**src/rtl/hkspi_pkg.sv**
```systemverilog
// Shared types and command-byte field positions for the housekeeping SPI register interface.
package hkspi_pkg;

    typedef enum logic [2:0] {
        ST_IDLE,
        ST_CMD,
        ST_ADDR,
        ST_DATA,
        ST_DONE
    } hk_state_e;

    localparam int CMD_WR_BIT  = 7;
    localparam int CMD_RD_BIT  = 6;
    localparam int CMD_CNT_MSB = 5;
    localparam int CMD_CNT_LSB = 3;

    // Byte count carried in the command; zero means stream until chip select rises.
    function automatic logic [2:0] cmd_count(input logic [7:0] cmd);
        return cmd[CMD_CNT_MSB:CMD_CNT_LSB];
    endfunction

endpackage

```
**src/rtl/hkspi_sync.sv**
```systemverilog
// Multi-flop synchroniser for one asynchronous pad input, with single-cycle rise/fall pulses.
module hkspi_sync #(
    parameter int STAGES = 2
) (
    input  logic clk,
    input  logic srst,
    input  logic din,
    output logic dout,
    output logic rise,
    output logic fall
);

    logic [STAGES-1:0] chain_reg;
    logic              prev_reg;

    // The chain keeps tracking the pin through reset, so a level held across reset
    // release never shows up as an edge afterwards.
    always_ff @(posedge clk) begin
        chain_reg <= {chain_reg[STAGES-2:0], din};
        prev_reg  <= chain_reg[STAGES-1];
    end

    assign dout = chain_reg[STAGES-1];
    assign rise = !srst &&  chain_reg[STAGES-1] && !prev_reg;
    assign fall = !srst && !chain_reg[STAGES-1] &&  prev_reg;

endmodule

```
**src/rtl/hkspi_regif.sv**
```systemverilog
// Housekeeping SPI slave (mode 0, oversampled) driving a byte-wide register port with auto-increment.
// Optional HKSPI_ERR_CNT_EN adds err_cnt_o, a saturating count of partial-byte / out-of-range-write transactions.
module hkspi_regif
    import hkspi_pkg::*;
#(
    parameter int ADDR_W      = 8,
    parameter int NUM_REGS    = 19,
    parameter int SYNC_STAGES = 2
) (
    input  logic              wb_clk_i,
    input  logic              wb_rst_i,
    input  logic              spi_sck_i,
    input  logic              spi_csb_i,
    input  logic              spi_sdi_i,
    output logic              spi_sdo_o,
    output logic              spi_sdo_oe_o,
    output logic [ADDR_W-1:0] reg_addr_o,
    output logic [7:0]        reg_wdata_o,
    output logic              reg_we_o,
    output logic              reg_re_o,
    input  logic [7:0]        reg_rdata_i,
    output logic              busy_o
`ifdef HKSPI_ERR_CNT_EN
    ,
    output logic [7:0]        err_cnt_o
`endif
);

    localparam logic [ADDR_W:0] NUM_REGS_W = (ADDR_W+1)'(NUM_REGS);

    function automatic logic addr_ok(input logic [ADDR_W-1:0] a);
        return {1'b0, a} < NUM_REGS_W;
    endfunction

    hk_state_e         state_reg;
    logic [2:0]        bit_cnt_reg, byte_cnt_reg, cnt_reg;
    logic [6:0]        rx_reg;
    logic [7:0]        tx_reg, wdata_reg, rx_byte;
    logic [ADDR_W-1:0] addr_reg;
    logic              cmd_wr_reg, cmd_rd_reg, we_reg, re_reg, fetch_reg, step_reg, busy_reg;
    logic              sck_rise, sck_fall, csb_s, csb_rise, csb_fall, sdi_s;
    logic              active, byte_end;

    hkspi_sync #(.STAGES(SYNC_STAGES)) u_sync_sck (
        .clk(wb_clk_i), .srst(wb_rst_i), .din(spi_sck_i), .dout(), .rise(sck_rise), .fall(sck_fall)
    );
    hkspi_sync #(.STAGES(SYNC_STAGES)) u_sync_csb (
        .clk(wb_clk_i), .srst(wb_rst_i), .din(spi_csb_i), .dout(csb_s), .rise(csb_rise), .fall(csb_fall)
    );
    hkspi_sync #(.STAGES(SYNC_STAGES)) u_sync_sdi (
        .clk(wb_clk_i), .srst(wb_rst_i), .din(spi_sdi_i), .dout(sdi_s), .rise(), .fall()
    );

    assign rx_byte  = {rx_reg, sdi_s};
    assign active   = state_reg inside {ST_CMD, ST_ADDR, ST_DATA};
    assign byte_end = active && sck_rise && (bit_cnt_reg == 3'd7) && !csb_rise && !csb_fall;

    always_ff @(posedge wb_clk_i) begin
        if (wb_rst_i) begin
            state_reg    <= ST_IDLE;
            bit_cnt_reg  <= '0;
            byte_cnt_reg <= '0;
            cnt_reg      <= '0;
            rx_reg       <= '0;
            tx_reg       <= '0;
            wdata_reg    <= '0;
            addr_reg     <= '0;
            cmd_wr_reg   <= 1'b0;
            cmd_rd_reg   <= 1'b0;
            we_reg       <= 1'b0;
            re_reg       <= 1'b0;
            fetch_reg    <= 1'b0;
            step_reg     <= 1'b0;
            busy_reg     <= 1'b0;
        end else begin
            we_reg    <= 1'b0;
            re_reg    <= 1'b0;
            step_reg  <= 1'b0;
            fetch_reg <= re_reg;
            busy_reg  <= !csb_s;

            // Read data arrives the cycle after the strobe; unimplemented addresses read as zero.
            if (fetch_reg)
                tx_reg <= addr_ok(addr_reg) ? reg_rdata_i : 8'h00;

            // Increment one cycle after the write strobe so we and re never overlap.
            if (step_reg) begin
                addr_reg <= addr_reg + 1'b1;
                re_reg   <= cmd_rd_reg && (state_reg == ST_DATA);
            end

            if (csb_rise) begin
                state_reg   <= ST_IDLE;
                bit_cnt_reg <= '0;
            end else if (csb_fall) begin
                state_reg    <= ST_CMD;
                bit_cnt_reg  <= '0;
                byte_cnt_reg <= '0;
                cmd_wr_reg   <= 1'b0;
                cmd_rd_reg   <= 1'b0;
            end else if (active && sck_rise) begin
                bit_cnt_reg <= bit_cnt_reg + 3'd1;
                rx_reg      <= rx_byte[6:0];
                if (bit_cnt_reg == 3'd7) begin
                    case (state_reg)
                        ST_CMD: begin
                            cmd_wr_reg <= rx_byte[CMD_WR_BIT];
                            cmd_rd_reg <= rx_byte[CMD_RD_BIT];
                            cnt_reg    <= cmd_count(rx_byte);
                            state_reg  <= (rx_byte[CMD_WR_BIT] || rx_byte[CMD_RD_BIT]) ? ST_ADDR : ST_DONE;
                        end
                        ST_ADDR: begin
                            addr_reg  <= ADDR_W'(rx_byte);
                            re_reg    <= cmd_rd_reg;
                            state_reg <= ST_DATA;
                        end
                        default: begin
                            we_reg       <= cmd_wr_reg && addr_ok(addr_reg);
                            wdata_reg    <= rx_byte;
                            step_reg     <= 1'b1;
                            byte_cnt_reg <= byte_cnt_reg + 3'd1;
                            if ((cnt_reg != 3'd0) && (byte_cnt_reg + 3'd1 == cnt_reg))
                                state_reg <= ST_DONE;
                        end
                    endcase
                end
            end else if (active && sck_fall && (bit_cnt_reg != 3'd0)) begin
                // The MSB of a freshly fetched byte is already in place; only shift mid-byte.
                tx_reg <= {tx_reg[6:0], 1'b0};
            end
        end
    end

`ifdef HKSPI_ERR_CNT_EN
    logic [7:0] err_cnt_reg;
    logic       oor_reg;

    always_ff @(posedge wb_clk_i) begin
        if (wb_rst_i) begin
            err_cnt_reg <= '0;
            oor_reg     <= 1'b0;
        end else begin
            if (csb_fall)
                oor_reg <= 1'b0;
            else if (byte_end && (state_reg == ST_DATA) && cmd_wr_reg && !addr_ok(addr_reg))
                oor_reg <= 1'b1;
            if (csb_rise && ((bit_cnt_reg != 3'd0) || oor_reg) && (err_cnt_reg != 8'hFF))
                err_cnt_reg <= err_cnt_reg + 8'd1;
        end
    end

    assign err_cnt_o = err_cnt_reg;
`endif

    assign spi_sdo_oe_o = (state_reg == ST_DATA) && cmd_rd_reg;
    assign spi_sdo_o    = spi_sdo_oe_o && tx_reg[7];
    assign reg_addr_o   = addr_reg;
    assign reg_wdata_o  = wdata_reg;
    assign reg_we_o     = we_reg;
    assign reg_re_o     = re_reg;
    assign busy_o       = busy_reg;

endmodule

```
**config.mk**
```make
export PLATFORM = sky130hd
export DESIGN_NAME = hkspi_regif
export DESIGN_NICKNAME = d
export VERILOG_FILES = /design/src/rtl/hkspi_pkg.sv /design/src/rtl/hkspi_sync.sv /design/src/rtl/hkspi_regif.sv
export SDC_FILE = /design/constraint.sdc
export NUM_CORES = 1
export LEC_CHECK = 0
export BUFFER_PORTS_ARGS = -buffer_cell sky130_fd_sc_hd__buf_2
export CAP_MARGIN = 10
export CORE_MARGIN = 10
export CORE_UTILIZATION = 45
export DETAILED_ROUTE_END_ITERATION = 6
export PLACE_DENSITY = 0.76
export RECOVER_POWER = 25
export SLEW_MARGIN = 20
export SYNTH_ARGS = -nofsm -noshare
export SYNTH_HDL_FRONTEND = slang
export SYNTH_SLANG_ARGS = --single-unit
```
**constraint.sdc**
```tcl
create_clock -name wb_clk_i -period 2.4 [get_ports wb_clk_i]
set_input_delay 0.48 -clock wb_clk_i [delete_from_list [all_inputs] [get_ports wb_clk_i]]
set_output_delay 0.48 -clock wb_clk_i [all_outputs]
set_load 0.02 [all_outputs]
```
Word-level counts from Yosys, hierarchy flattened
Cells that the tools add are included.
Word-level totals
  bits of input ports: 13
  output and inout bits: 21
  flip-flop bits (word level): 58
  logic and storage cells: 114
Cells by class
  reductions and logical operators: 41
  order comparisons: 1
  bitwise logic cells: 5
  mux-type cells: 37
  eq/ne operators: 6
  add/subtract/negate cells: 3
Operator list (number)
  8-bit 2-to-1 mux: 12
  1-bit 2-to-1 mux: 18
  3-bit 2-to-1 mux: 6
  1-bit logical AND: 15
  3-bit nonzero test: 4
  5-bit AND reduction: 2
  3-bit AND reduction: 3
  8-bit by 1-bit adder with 8-bit output (second input constant): 1
  8-bit by 5-bit < comparator with 1-bit output (second input constant): 1
  4-bit AND reduction: 2
  7-bit OR reduction: 1
  3-bit by 1-bit adder with 3-bit output (second input constant): 2
  3-bit by 2-bit == test with 1-bit output (second input constant): 2
  3-bit case mux with 2 select lines: 1
  2-bit nonzero test: 3
  1-bit zero test: 5
  1-bit NOT: 5
  5-bit OR reduction: 1
  4-bit nonzero test: 1
  2-bit OR reduction: 2
  3-bit by 1-bit == test with 1-bit output (second input constant): 1
  3-bit == test: 1
  3-bit == test (second input constant): 1
  3-bit OR reduction: 1
  2 further kinds: 2

Logic depth before layout (Yosys ltp)
Gate-level depths: netlist of the first run.
  word-level depth: 9
  depth in mapped cells: 9
  gate-level depth less buffers: 7

By module
Synthesis of the first run repeated with hierarchy kept, for this count alone.
Second synthesis, totals
  cells, all modules: 283
  area total of the unflattened synthesis: 2620.0 um^2
Modules (own cells, without submodules)
  hkspi_regif: area each 2394.8 um^2, sequential area each 1001.0 um^2, times used 1, cells each 268
  hkspi_sync: area each 75.1 um^2, sequential area each 60.1 um^2, times used 3, cells each 5

Worst setup path after synthesis of the first run
OpenSTA, ideal clock, no wires.
  path kind: register to register
  start point: reg bit_cnt_reg[0]
  end point: reg addr_reg[6] (netlist: reg_addr_o[6])
  setup time: 0.133 ns
  period minus slack after synthesis: 1.808 ns
  data arrival time: 1.676 ns
  cell stages (with the launch flop): 10
  required time: 2.267 ns
  path buffers: 2
  path slack: 0.592 ns
  cells stage by stage: dfxtp_1 -> ha_1 -> ha_1 -> and3b_1 -> nand2_1 -> or3_1 -> buf_6 -> buf_12 -> nor2_1 -> a211oi_2
On the way
  cells in the longest elaborated chain, start to end: 5
RTL lines
  start: declaration: line hkspi_regif.sv:36  | logic [2:0] bit_cnt_reg, byte_cnt_reg, cnt_reg;
  start signal: assignment: line hkspi_regif.sv:102  | bit_cnt_reg <= bit_cnt_reg + 3'd1;
  3-bit == test: line hkspi_regif.sv:104  | if (bit_cnt_reg == 3'd7) begin
  8-bit 2-to-1 mux: line hkspi_regif.sv:104
  8-bit 2-to-1 mux: line hkspi_regif.sv:101  | end else if (active && sck_rise) begin
  8-bit 2-to-1 mux: line hkspi_regif.sv:95  | end else if (csb_fall) begin
  8-bit 2-to-1 mux: line hkspi_regif.sv:92  | if (csb_rise) begin
  end signal: assignment: line hkspi_regif.sv:88  | addr_reg <= addr_reg + 1'b1;
  end signal: assignment: line hkspi_regif.sv:113  | addr_reg <= ADDR_W'(rx_byte);
  end: declaration: line hkspi_regif.sv:39  | logic [ADDR_W-1:0] addr_reg;
Every way passes these cells.
A chain may end at the register's enable or synchronous reset.

Worst setup path in the final report of the first run
  start point: reg bit_cnt_reg[0]
  end point: reg addr_reg[1] (netlist: reg_addr_o[1])
Same word-level chain as after synthesis.

==> summary.txt, run 1 <==
Run status
  – Status: finished, final reports clean

Floorplan
  – Die H: 94.0 um
  – Initial Utilization: a little under half
  – Die Width: ~94 um
  – Rows: 26
  – Core area: between 5000 and 6000 um2
  – Die area: approximately 8800 um2
  – IO Count: 34

Yosys
  – Fraction of registers with async set or reset after synthesis: 0%
  – Post-Syn Area per Cell: 9.78 um2
  – Yosys cell types: 45
  – Top FF cell, synth: dfxtp_1
  – Syn Inst Count: 252
  – Post-Synth XOR/XNOR Area: between 5 and 6%
  – Yosys reg bits: 58
  – Adder-Cell Fraction of Synth Area: 2.54%
  – Largest family of logic cells by synthesized area: simple AND/OR/NAND/NOR gates
  – Post-Synth Simple-Gate Area: between 20% and 30%
  – Sequential share of the synthesized area: 47.1%
  – Mapped Nets: 270
  – Synth warn: 0
  – Synth Area in Compound Gates: 10.7%
  – Mux cell area share after synthesis: roughly a tenth
  – Synth Cell Area: ~2500 um2
  – Number of synthesized flops with an enable pin: 0

Worst setup path
  – Critical Path Source: bit_cnt_reg[0]
  – Reg-to-Reg End: reg_addr_o[1]
  – Worst-path fanout max: 17
  – Critical R2R Launch: bit_cnt_reg[0]
  – R2R depth: 7
  – Worst Setup Path Type: flop to flop
  – Crit start category: flop
  – Worst path arrival time: between 2 and 2.5 ns
  – CP Data Required Time: 2.58 ns
  – CP Capture Point: reg_addr_o[1]
  – Crit end category: flop
  – Reg2reg setup slack: 0.25 ns

Timing
  – Unrepaired setup endpoints after global routing: false
  – Hold_ws: 0.250 ns
  – Clock Skews: roughly 0.006 ns
  – Final setup fails: 0
  – Worst slew margin: between 40 and 50%
  – Worst Tran Pin Value: about 0.9 ns
  – Final period utilization: between 80% and 90%
  – Final Hold Fails: 0
  – Post-route worst setup slack: around 0.25 ns
  – TNS Setup: 0 ns
  – Fmax: between 400 and 500 MHz
  – Slew Limit Fails: 0
  – Tmin final: 2.15 ns

Clocking
  – Setup Fix Bufs, Post-CTS: 0
  – Clk pin slew, worst setup/hold paths: around 0.07 ns
  – CTS root buffer: clkbuf_8
  – H-tree levels: 3
  – Clk Latency, worst-skew pair: between 0.3 and 0.4 ns
  – Clock Sink Count: 58
  – Longest Clk Path Bufs: 2
  – Post-CTS sizing: 0
  – Cts hold-fix bufs: 0
  – CTS tree: yes
  – CTS Buf Count: 9

GRT
  – Grt ovf: 0
  – First-pass GRT wire length: approximately 8600 um
  – Largest net degree at the start of global routing: 42
  – Vias in the first global route: 1,837
  – GRT Resource Usage Total: about an eighth
  – Initial antenna violation count: 0

Final layout
  – Diodes inserted: 0
  – Most common cell after layout, fill and taps aside: dfxtp_1
  – Utilization after layout: a little under three fifths
  – Layout cells sized above 1: approximately a fifth
  – Most frequent cells in the layout: 58 x dfxtp_1, 47 x nor2_1, 25 x buf_2
  – P&R area growth vs syn: 16.5%
  – Fill cell count: 489
  – Layout Nets: approximately 310

Route
  – Drt total wl: about 5300 um
  – DR WL/cell: between 10 and 15 um
  – TritonRoute pass-1 iters: 4
  – DRT iter0 DRCs: approximately 150
  – Via/cell ratio: 5.29
  – Via count: 1,915
  – Residual DRC count: 0
  – DRT antenna net count: 0

Placement
  – Detailed placement HPWL: ~3800 um
  – Port bufs: 33
  – Placer congestion estimate: 0.838
  – Pre-CTS WS: roughly 0.26 ns

Power
  – Maximum VDD drop: approximately 460 uV
  – Leak Pwr: roughly 0.0012 uW
  – Power per cell area: just over 700 nW/um2

Flow run
  – Max-cap violations: 0

Hold path
  – HP Class: primary input to flop
worst min-delay path by stage:
stage,end,start,slack (ns),cells after the start
after floorplan,u_sync_csb.chain_reg[1],u_sync_csb.chain_reg[0],0.31,0
after global placement,u_sync_sck.chain_reg[1],u_sync_sck.chain_reg[0],0.31,0
after detailed placement,u_sync_csb.chain_reg[1],u_sync_csb.chain_reg[0],0.31,0
after CTS,u_sync_csb.chain_reg[0],spi_csb_i,0.23,1
after global routing,u_sync_sck.chain_reg[0],spi_sck_i,0.23,1
final,u_sync_sck.chain_reg[0],spi_sck_i,0.25,1
metal layers:
metal	track usage [%]	part of all wire [%]
met1	14.5	46
met2	19.0	47
met3	3.92	5.1
met4	7.97	2.2
met5	0	0
worst max-delay path, stage by stage (launching register included):
cell and delay [ns]:
dfxtp_1 0.37, ha_1 0.16, ha_1 0.16, and3b_1 0.28, nand2_1 0.07, or3_1 0.64, nor2_1 0.25, a211oi_2 0.07
stage by stage:
stage               instance area [um2]  total power (uW)  std cells
floorplan                          2460              1040        252
global route                       2870              2100        362
detailed placement                 2670              1070        346
CTS                                2880              2040        362
finish                             2870              2020        362
global placement                   2670              1060        346
logic make-up after synthesis:
kind of cell / Yosys count
mux: 24
simple gates: 104
xor+xnor: 14
compound gates: 29
buf+inv: 18
fa+ha+maj: 5
flops: 58
area by class of cell:
cell class / count / area (um2) / share of cell area, %
repair buffers: 36 / 175 / 6.10
flip-flops and latches: 58 / 1160 / 40.4
inverters: 6 / 22.5 / 0.784
clock inverters: 5 / 77.6 / 2.70
well taps: 70 / 87.6 / 3.05
multi-input cells: 176 / 1210 / 42.0
clock buffers: 11 / 141 / 4.92
synth_stat cells (2+ instances only):
cell	count	share of area, %
clkbuf_1	6	0.91
dfxtp_1	58	47
mux2i_1	24	9.7
o21ai_0	3	0.61
xor2_1	5	1.8
nand2_1	8	1.2
nor3_1	15	3.0
buf_2	2	0.41
nand3b_1	2	0.61
xnor2_1	8	2.8
nand2b_1	4	1.0
and3_1	4	1.0
inv_1	6	0.91
o31a_1	2	0.71
nor4_1	2	0.51
a221oi_1	7	2.5
and2_1	2	0.51
a211oi_2	8	4.1
a31oi_1	2	0.51
a21oi_1	2	0.41
nor2b_1	3	0.76
nor2_1	47	7.2
or3_1	3	0.76
nand4_1	4	1.0
ha_1	5	2.5
where the power goes:
group          internal (uW)  switching, uW  total [uW]
clock network            609            370         979
registers                973           8.28         981
logic                   22.7           39.2        61.9
total                   1600            417        2020
No activity file was read; power rests on OpenSTA's default activity.
==> inputs of run 2 (changes only) <==
Settings changed: CORE_ASPECT_RATIO set to 1.5.
==> run 2 against run 1 <==
  * The flow now finishes with violations (max-capacitance violations, max-slew violations)
  * Power down 11%
  * Critical path depth unchanged
  * Maximum frequency up 1.9%
  * Combinational power down 2%
  * Setup slack better by 0.041 ns
  * Clock power down 22%
  * Largest power group unchanged
  * Highest routed layer unchanged
==> summary.txt, run 2 (synthesis gave the netlist of run 1 again) <==
Final layout
  – Non-Filler Instances: 362 (unchanged)
  – Most common cell after layout, fill and taps aside: dfxtp_1
  – Most frequent cells in the layout: 58 x dfxtp_1, 47 x nor2_1, 24 x mux2i_1, 24 x buf_2, 15 x nor3_1
  – Fill cell count: 523 (+7.0%)
  – Layout Nets: 305 (unchanged)
  – P&R area growth vs syn: 14.5%
  – Diodes inserted: 0 (unchanged)
  – Layout cells sized above 1: 19.2% (-0.68 points)

Worst setup path
  – Crit-path most repeated cell: ha_1
  – Worst path cell trace: ha_1, ha_1, and3b_1, nand2_1, or3_1, nor2_1, a211oi_2
  – Critical path's largest stage delay: 0.64 ns (about the same)
  – Worst path arrival time: 2.26 ns (-0.07 ns)
  – Critical Path Source: bit_cnt_reg[0]
  – Critical R2R Launch: bit_cnt_reg[0]
  – CP Data Required Time: 2.54 ns (-0.04 ns)
  – Crit start category: flop
  – R2R depth: 7 (unchanged)
  – Slowest cell on the critical path: or3_1
  – Reg2reg setup slack: 0.29 ns (+0.04 ns)
  – Reg-to-Reg End: reg_addr_o[3]
  – Family with the most delay on the worst path: simple AND/OR/NAND/NOR gates
  – CP bufs+invs: 0 (unchanged)
  – CP Capture Point: reg_addr_o[3]
  – Crit end category: flop
  – Stages on worst setup path: 7 (unchanged)
  – Worst Setup Path Type: flop to flop
  – Worst-path fanout max: 17 (unchanged)

Power
  – Leak Pwr: 0.00115 uW (-2.7%)
  – Total net switching power: 412 uW (-1.3%)
  – Sequential power share: 54.4% (+5.9 points)
  – Power share of the clock group: 42.2% (-6.2 points)
  – Power per cell area: 639 nW/um2 (-9.2%)
  – Logic pwr share: 3.4% (+0.3 points)
  – Int Pwr: 1390 uW (-13%)
  – Maximum VDD drop: 307 uV (-33%)
  – Switching share of power: 22.8% (+2.2 points)

Floorplan
  – Initial Utilization: 45.6% (-1.8 points)
  – Die H: 111 um (+18%)
  – Core area: 5410 um2 (+3.9%)
  – Rows: 33 (+27%)
  – Die area: 8900 um2 (+0.69%)
  – IO Count: 34 (unchanged)
  – Die Width: 80.4 um (-14%)

Clocking
  – Clock Sink Count: 58 (unchanged)
  – Clk Latency, worst-skew pair: 0.33 ns (about the same)
  – Longest Clk Path Bufs: 2 (unchanged)
  – CTS root buffer: clkbuf_8
  – Setup Fix Bufs, Post-CTS: 0 (unchanged)
  – Clk pin slew, worst setup/hold paths: 0.06 ns (about the same)
  – CTS tree: yes
  – H-tree levels: 3 (unchanged)
  – Cts hold-fix bufs: 0 (unchanged)
  – CTS Buf Count: 9 (unchanged)
  – Post-CTS sizing: 0 (unchanged)

Route
  – Via count: 1,860 (-2.9%)
  – Drt total wl: 4720 um (-10%)
  – DRT iter0 DRCs: 97 (-36%)
  – Via/cell ratio: 5.14 (-2.9%)
  – DRT antenna net count: 0 (unchanged)
  – DR WL/cell: 13.0 um (-10%)
  – TritonRoute pass-1 iters: 4 (unchanged)
  – Residual DRC count: 0 (unchanged)

Timing
  – Slew Limit Fails: 37 (+37)
  – Unrepaired setup endpoints after global routing: false
  – Fmax: 473 MHz (+1.9%)
  – Post-route worst setup slack: 0.286 ns (+0.0407 ns)
  – Worst slew margin: -9.39% (-50 points)
  – Worst Tran Pin Value: 1.64 ns (+0.748 ns)
  – Final setup fails: 0 (unchanged)
  – Clock Skews: 0.00970 ns (+0.00373 ns)
  – Tmin final: 2.11 ns (-0.0407 ns)
  – Final period utilization: 88.1% (-1.7 points)
  – TNS Setup: 0 ns (unchanged)
  – Final Hold Fails: 0 (unchanged)

Placement
  – Post-Place Cells: 346 (unchanged)
  – Placer congestion estimate: 0.900 (+7.4%)
  – Pre-CTS WS: 0.328 ns (+0.0636 ns)
  – Port bufs: 33 (unchanged)
  – Detailed placement HPWL: 3540 um (-7.7%)

GRT
  – Largest net degree at the start of global routing: 37 (-12%)
  – GRT Resource Usage Total: 11.1% (-1.3 points)
  – Initial antenna violation count: 0 (unchanged)
  – Grt ovf: 0 (unchanged)
  – First-pass GRT wire length: 8010 um (-6.9%)
  – Vias in the first global route: 1,849 (+0.65%)

Run status
  – Failing checks: max-capacitance violations, max-slew violations
  – Status: finished with violations

Flow run
  – Max-cap violations: 1 (+1)

Hold path
  – HP Class: primary input to flop
==> run 2: changes by cell type in the layout (fill, tap and decap cells not counted) <==
cell and delta:
buf_2 -1, clkinvlp_4 +1, clkbuf_1 +2, clkbuf_2 -1, clkinv_2 +1, bufinv_16 -2
==> run 2: area by class of cell <==
type	count	area [um2]	area share, %
Clock inverter	5	30.0	1.06
Tap cell	70	87.6	3.10
Inverter	6	22.5	0.798
Clock buffer	11	141	5.01
Timing Repair Buffer	36	173	6.12
Multi-Input combinational cell	176	1210	42.7
Sequential cell	58	1160	41.2
==> run 2: metrics by stage <==
stage / utilization [%] / area, um2 / total power [uW] / hold WS [ns]
after detailed placement: 49.3 / 2670 / 1060 / 0.312
final: 52.2 / 2820 / 1800 / 0.249
after CTS: 52.4 / 2840 / 1820 / 0.236
after floorplan: - / 2460 / 1040 / 0.310
after global routing: 52.2 / 2820 / 1870 / 0.232
after global placement: 49.3 / 2670 / 1060 / 0.311
==> run 2: worst register-to-register path, cell delays in order, from the launching register on <==
cell	delay, ns
dfxtp_1	0.36
ha_1	0.16
ha_1	0.15
and3b_1	0.24
nand2_1	0.07
or3_1	0.64
nor2_1	0.24
a211oi_2	0.06
==> run 2: how the worst min path moves through the flow <==
| stage | cells after the start | to | start |
|---|---|---|---|
| after floorplan | 0 | u_sync_csb.chain_reg[1] | u_sync_csb.chain_reg[0] |
| after global placement | 0 | u_sync_csb.chain_reg[1] | u_sync_csb.chain_reg[0] |
| after detailed placement | 0 | u_sync_csb.chain_reg[1] | u_sync_csb.chain_reg[0] |
| after CTS | 1 | u_sync_sck.chain_reg[0] | spi_sck_i |
| after global routing | 1 | u_sync_sdi.chain_reg[0] | spi_sdi_i |
| final | 1 | u_sync_sck.chain_reg[0] | spi_sck_i |
==> run 2: metal layers <==
layer,part of all wire [%],global-route usage (%)
met4,1.9,5.31
met3,5.8,5.03
met1,41,11.4
met5,0,0
met2,51,18.2
==> run 2: power groups by stage <==
stage | logic [uW] | clock network [uW] | registers, uW
detailed placement | 61.2 | 0 | 1000
finish | 60.5 | 761 | 981
global placement | 61.1 | 0 | 1000
global route | 65.8 | 820 | 982
floorplan | 41.5 | 0 | 1000
CTS | 61.3 | 780 | 981
==> inputs of run 3 (changes only) <==
Settings changed: CTS_BUF_LIST set to sky130_fd_sc_hd__clkbuf_4 sky130_fd_sc_hd__clkbuf_8 sky130_fd_sc_hd__clkbuf_16.
==> run 3 against run 2 <==
  * The flow still finishes with violations (max-capacitance violations, max-slew violations)
  * Cell area up 0.13%
  * Clock power up 1%
  * Die area unchanged
  * Critical path depth unchanged
  * Wire length down 0.15%
  * Setup slack better by 0.00084 ns
  * Global-route usage about the same
  * Highest routed layer unchanged
==> summary.txt, run 3 (synthesis gave the netlist of run 1 again) <==
Final layout
  – Seq. cell area: 1160 um2 (unchanged)
  – Utilization after layout: 52.2% (+0.069 points)
  – Layout cells sized above 1: 19.5% (+0.34 points)
  – Diodes inserted: 0 (unchanged)
  – Most common cell after layout, fill and taps aside: dfxtp_1
  – Fill cell count: 521 (-0.38%)
  – Multi-input logic area: 1210 um2 (unchanged)
  – P&R area growth vs syn: 14.6%
  – Most frequent cells in the layout: 58 x dfxtp_1, 47 x nor2_1, 24 x mux2i_1, 24 x buf_2, 15 x nor3_1
  – Layout Nets: 305 (unchanged)

Worst setup path
  – Critical path's largest stage delay: 0.64 ns (about the same)
  – Slowest cell on the critical path: or3_1
  – Crit-path most repeated cell: ha_1
  – Crit end category: flop
  – Worst Setup Path Type: flop to flop
  – Crit start category: flop
  – Worst path arrival time: 2.25 ns (about the same)
  – Worst-path fanout max: 17 (unchanged)
  – CP Data Required Time: 2.54 ns (about the same)
  – R2R depth: 7 (unchanged)
  – Reg2reg setup slack: 0.29 ns (about the same)
  – CP bufs+invs: 0 (unchanged)
  – Critical R2R Launch: bit_cnt_reg[0]
  – Reg-to-Reg End: reg_addr_o[3]
  – Worst path cell trace: ha_1, ha_1, and3b_1, nand2_1, or3_1, nor2_1, a211oi_2
  – Family with the most delay on the worst path: simple AND/OR/NAND/NOR gates

GRT
  – GRT Resource Usage Total: 11.0% (-0.016 points)
  – First-pass GRT wire length: 7990 um (-0.25%)
  – Vias in the first global route: 1,825 (-1.3%)
  – Initial antenna violation count: 0 (unchanged)
  – Grt ovf: 0 (unchanged)
  – Largest net degree at the start of global routing: 37 (unchanged)

Route
  – Drt total wl: 4720 um (-0.15%)
  – Residual DRC count: 0 (unchanged)
  – DR WL/cell: 13.0 um (-0.15%)
  – TritonRoute pass-1 iters: 4 (unchanged)
  – Via/cell ratio: 5.18 (+0.86%)
  – Via count: 1,876 (+0.86%)
  – DRT iter0 DRCs: 96 (-1.0%)
  – DRT antenna net count: 0 (unchanged)

Clocking
  – Clk pin slew, worst setup/hold paths: 0.06 ns (about the same)
  – CTS root buffer: clkbuf_8
  – Setup Fix Bufs, Post-CTS: 0 (unchanged)
  – CTS Buf Count: 9 (unchanged)
  – CTS tree: yes
  – Clock Sink Count: 58 (unchanged)
  – H-tree levels: 3 (unchanged)
  – Post-CTS sizing: 0 (unchanged)
  – Cts hold-fix bufs: 0 (unchanged)
  – Longest Clk Path Bufs: 2 (unchanged)
  – Clk Latency, worst-skew pair: 0.33 ns (about the same)

Floorplan
  – IO Count: 34 (unchanged)
  – Die area: 8900 um2 (unchanged)
  – Die H: 111 um (unchanged)
  – Die Width: 80.4 um (unchanged)
  – Rows: 33 (unchanged)
  – Core area: 5410 um2 (unchanged)
  – Initial Utilization: 45.6% (unchanged)

Timing
  – Final setup fails: 0 (unchanged)
  – Tmin final: 2.11 ns (-0.000836 ns)
  – Clock Skews: 0.00932 ns (-0.000385 ns)
  – Worst slew margin: -8.10% (+1.3 points)
  – TNS Setup: 0 ns (unchanged)
  – Final Hold Fails: 0 (unchanged)
  – Worst Tran Pin Value: 1.62 ns (-0.0193 ns)
  – Fmax: 473 MHz (about the same)
  – Final period utilization: 88.0% (about the same)
  – Slew Limit Fails: 37 (unchanged)
  – Unrepaired setup endpoints after global routing: false

Placement
  – Detailed placement HPWL: 3540 um (unchanged)
  – Placer congestion estimate: 0.900 (unchanged)
  – Port bufs: 33 (unchanged)

Run status
  – Status: finished with violations
  – Failing checks: max-capacitance violations, max-slew violations

Hold path
  – Hold endpoint: u_sync_sck.chain_reg[0]
  – HP Start: spi_sck_i
  – HP Class: primary input to flop
  – WHS Path Cells: 1 (unchanged)

Flow run
  – Max-cap violations: 1 (unchanged)

Power
  – Leak Pwr: 0.00115 uW (+0.30%)
  – Power per cell area: 641 nW/um2 (+0.34%)
  – Maximum VDD drop: 323 uV (+5.3%)
## run 3: cell count changes in the layout (fill, tap and decap cells not counted)
cell	change
clkbuf_4	+1
clkbuf_1	-1
## run 3: how the worst max path moves through the flow
stage / from / end / slack, ns / cells after the start
after floorplan: bit_cnt_reg[0] / reg_addr_o[6] / 0.59 / 9
after global placement: bit_cnt_reg[0] / reg_addr_o[0] / 0.40 / 7
after detailed placement: bit_cnt_reg[0] / reg_addr_o[3] / 0.33 / 7
after CTS: bit_cnt_reg[0] / reg_addr_o[3] / 0.33 / 7
after global routing: bit_cnt_reg[0] / reg_addr_o[1] / 0.09 / 7
final: bit_cnt_reg[0] / reg_addr_o[3] / 0.29 / 7
## run 3: final cells by class
cell class / count / area share (%)
sequential: 58 / 41.1
tap: 70 / 3.10
clock buffer: 11 / 5.14
timing repair buffer: 36 / 6.11
multi-input combinational: 176 / 42.7
clock inverter: 5 / 1.06
inverter: 6 / 0.797
## run 3: layer usage
metal	global-route usage, %	vias to the layer above	part of all wire (%)
met5	0	-	0
met4	5.66	0	1.5
met3	4.79	5	6.6
met2	18.1	52	52
met1	11.4	871	40
li1	-	948	-
## run 3: stage by stage
step	hold WS (ns)	std cells	area [um2]	setup WS, ns	power (uW)
after floorplan	0.310	252	2460	0.592	1040
after global placement	0.311	346	2670	0.395	1060
after detailed placement	0.312	346	2670	0.328	1060
after CTS	0.234	362	2840	0.327	1840
after global routing	0.233	362	2830	0.0938	1880
final	0.254	362	2830	0.287	1810
## run 3: power breakdown
group	switching (uW)	internal [uW]	total [uW]	leakage [uW]
Clock	362	408	770	0.0000885
Sequential	8.64	973	981	0.000470
Combinational	38.0	22.4	60.4	0.000591
Total	409	1400	1810	0.00115
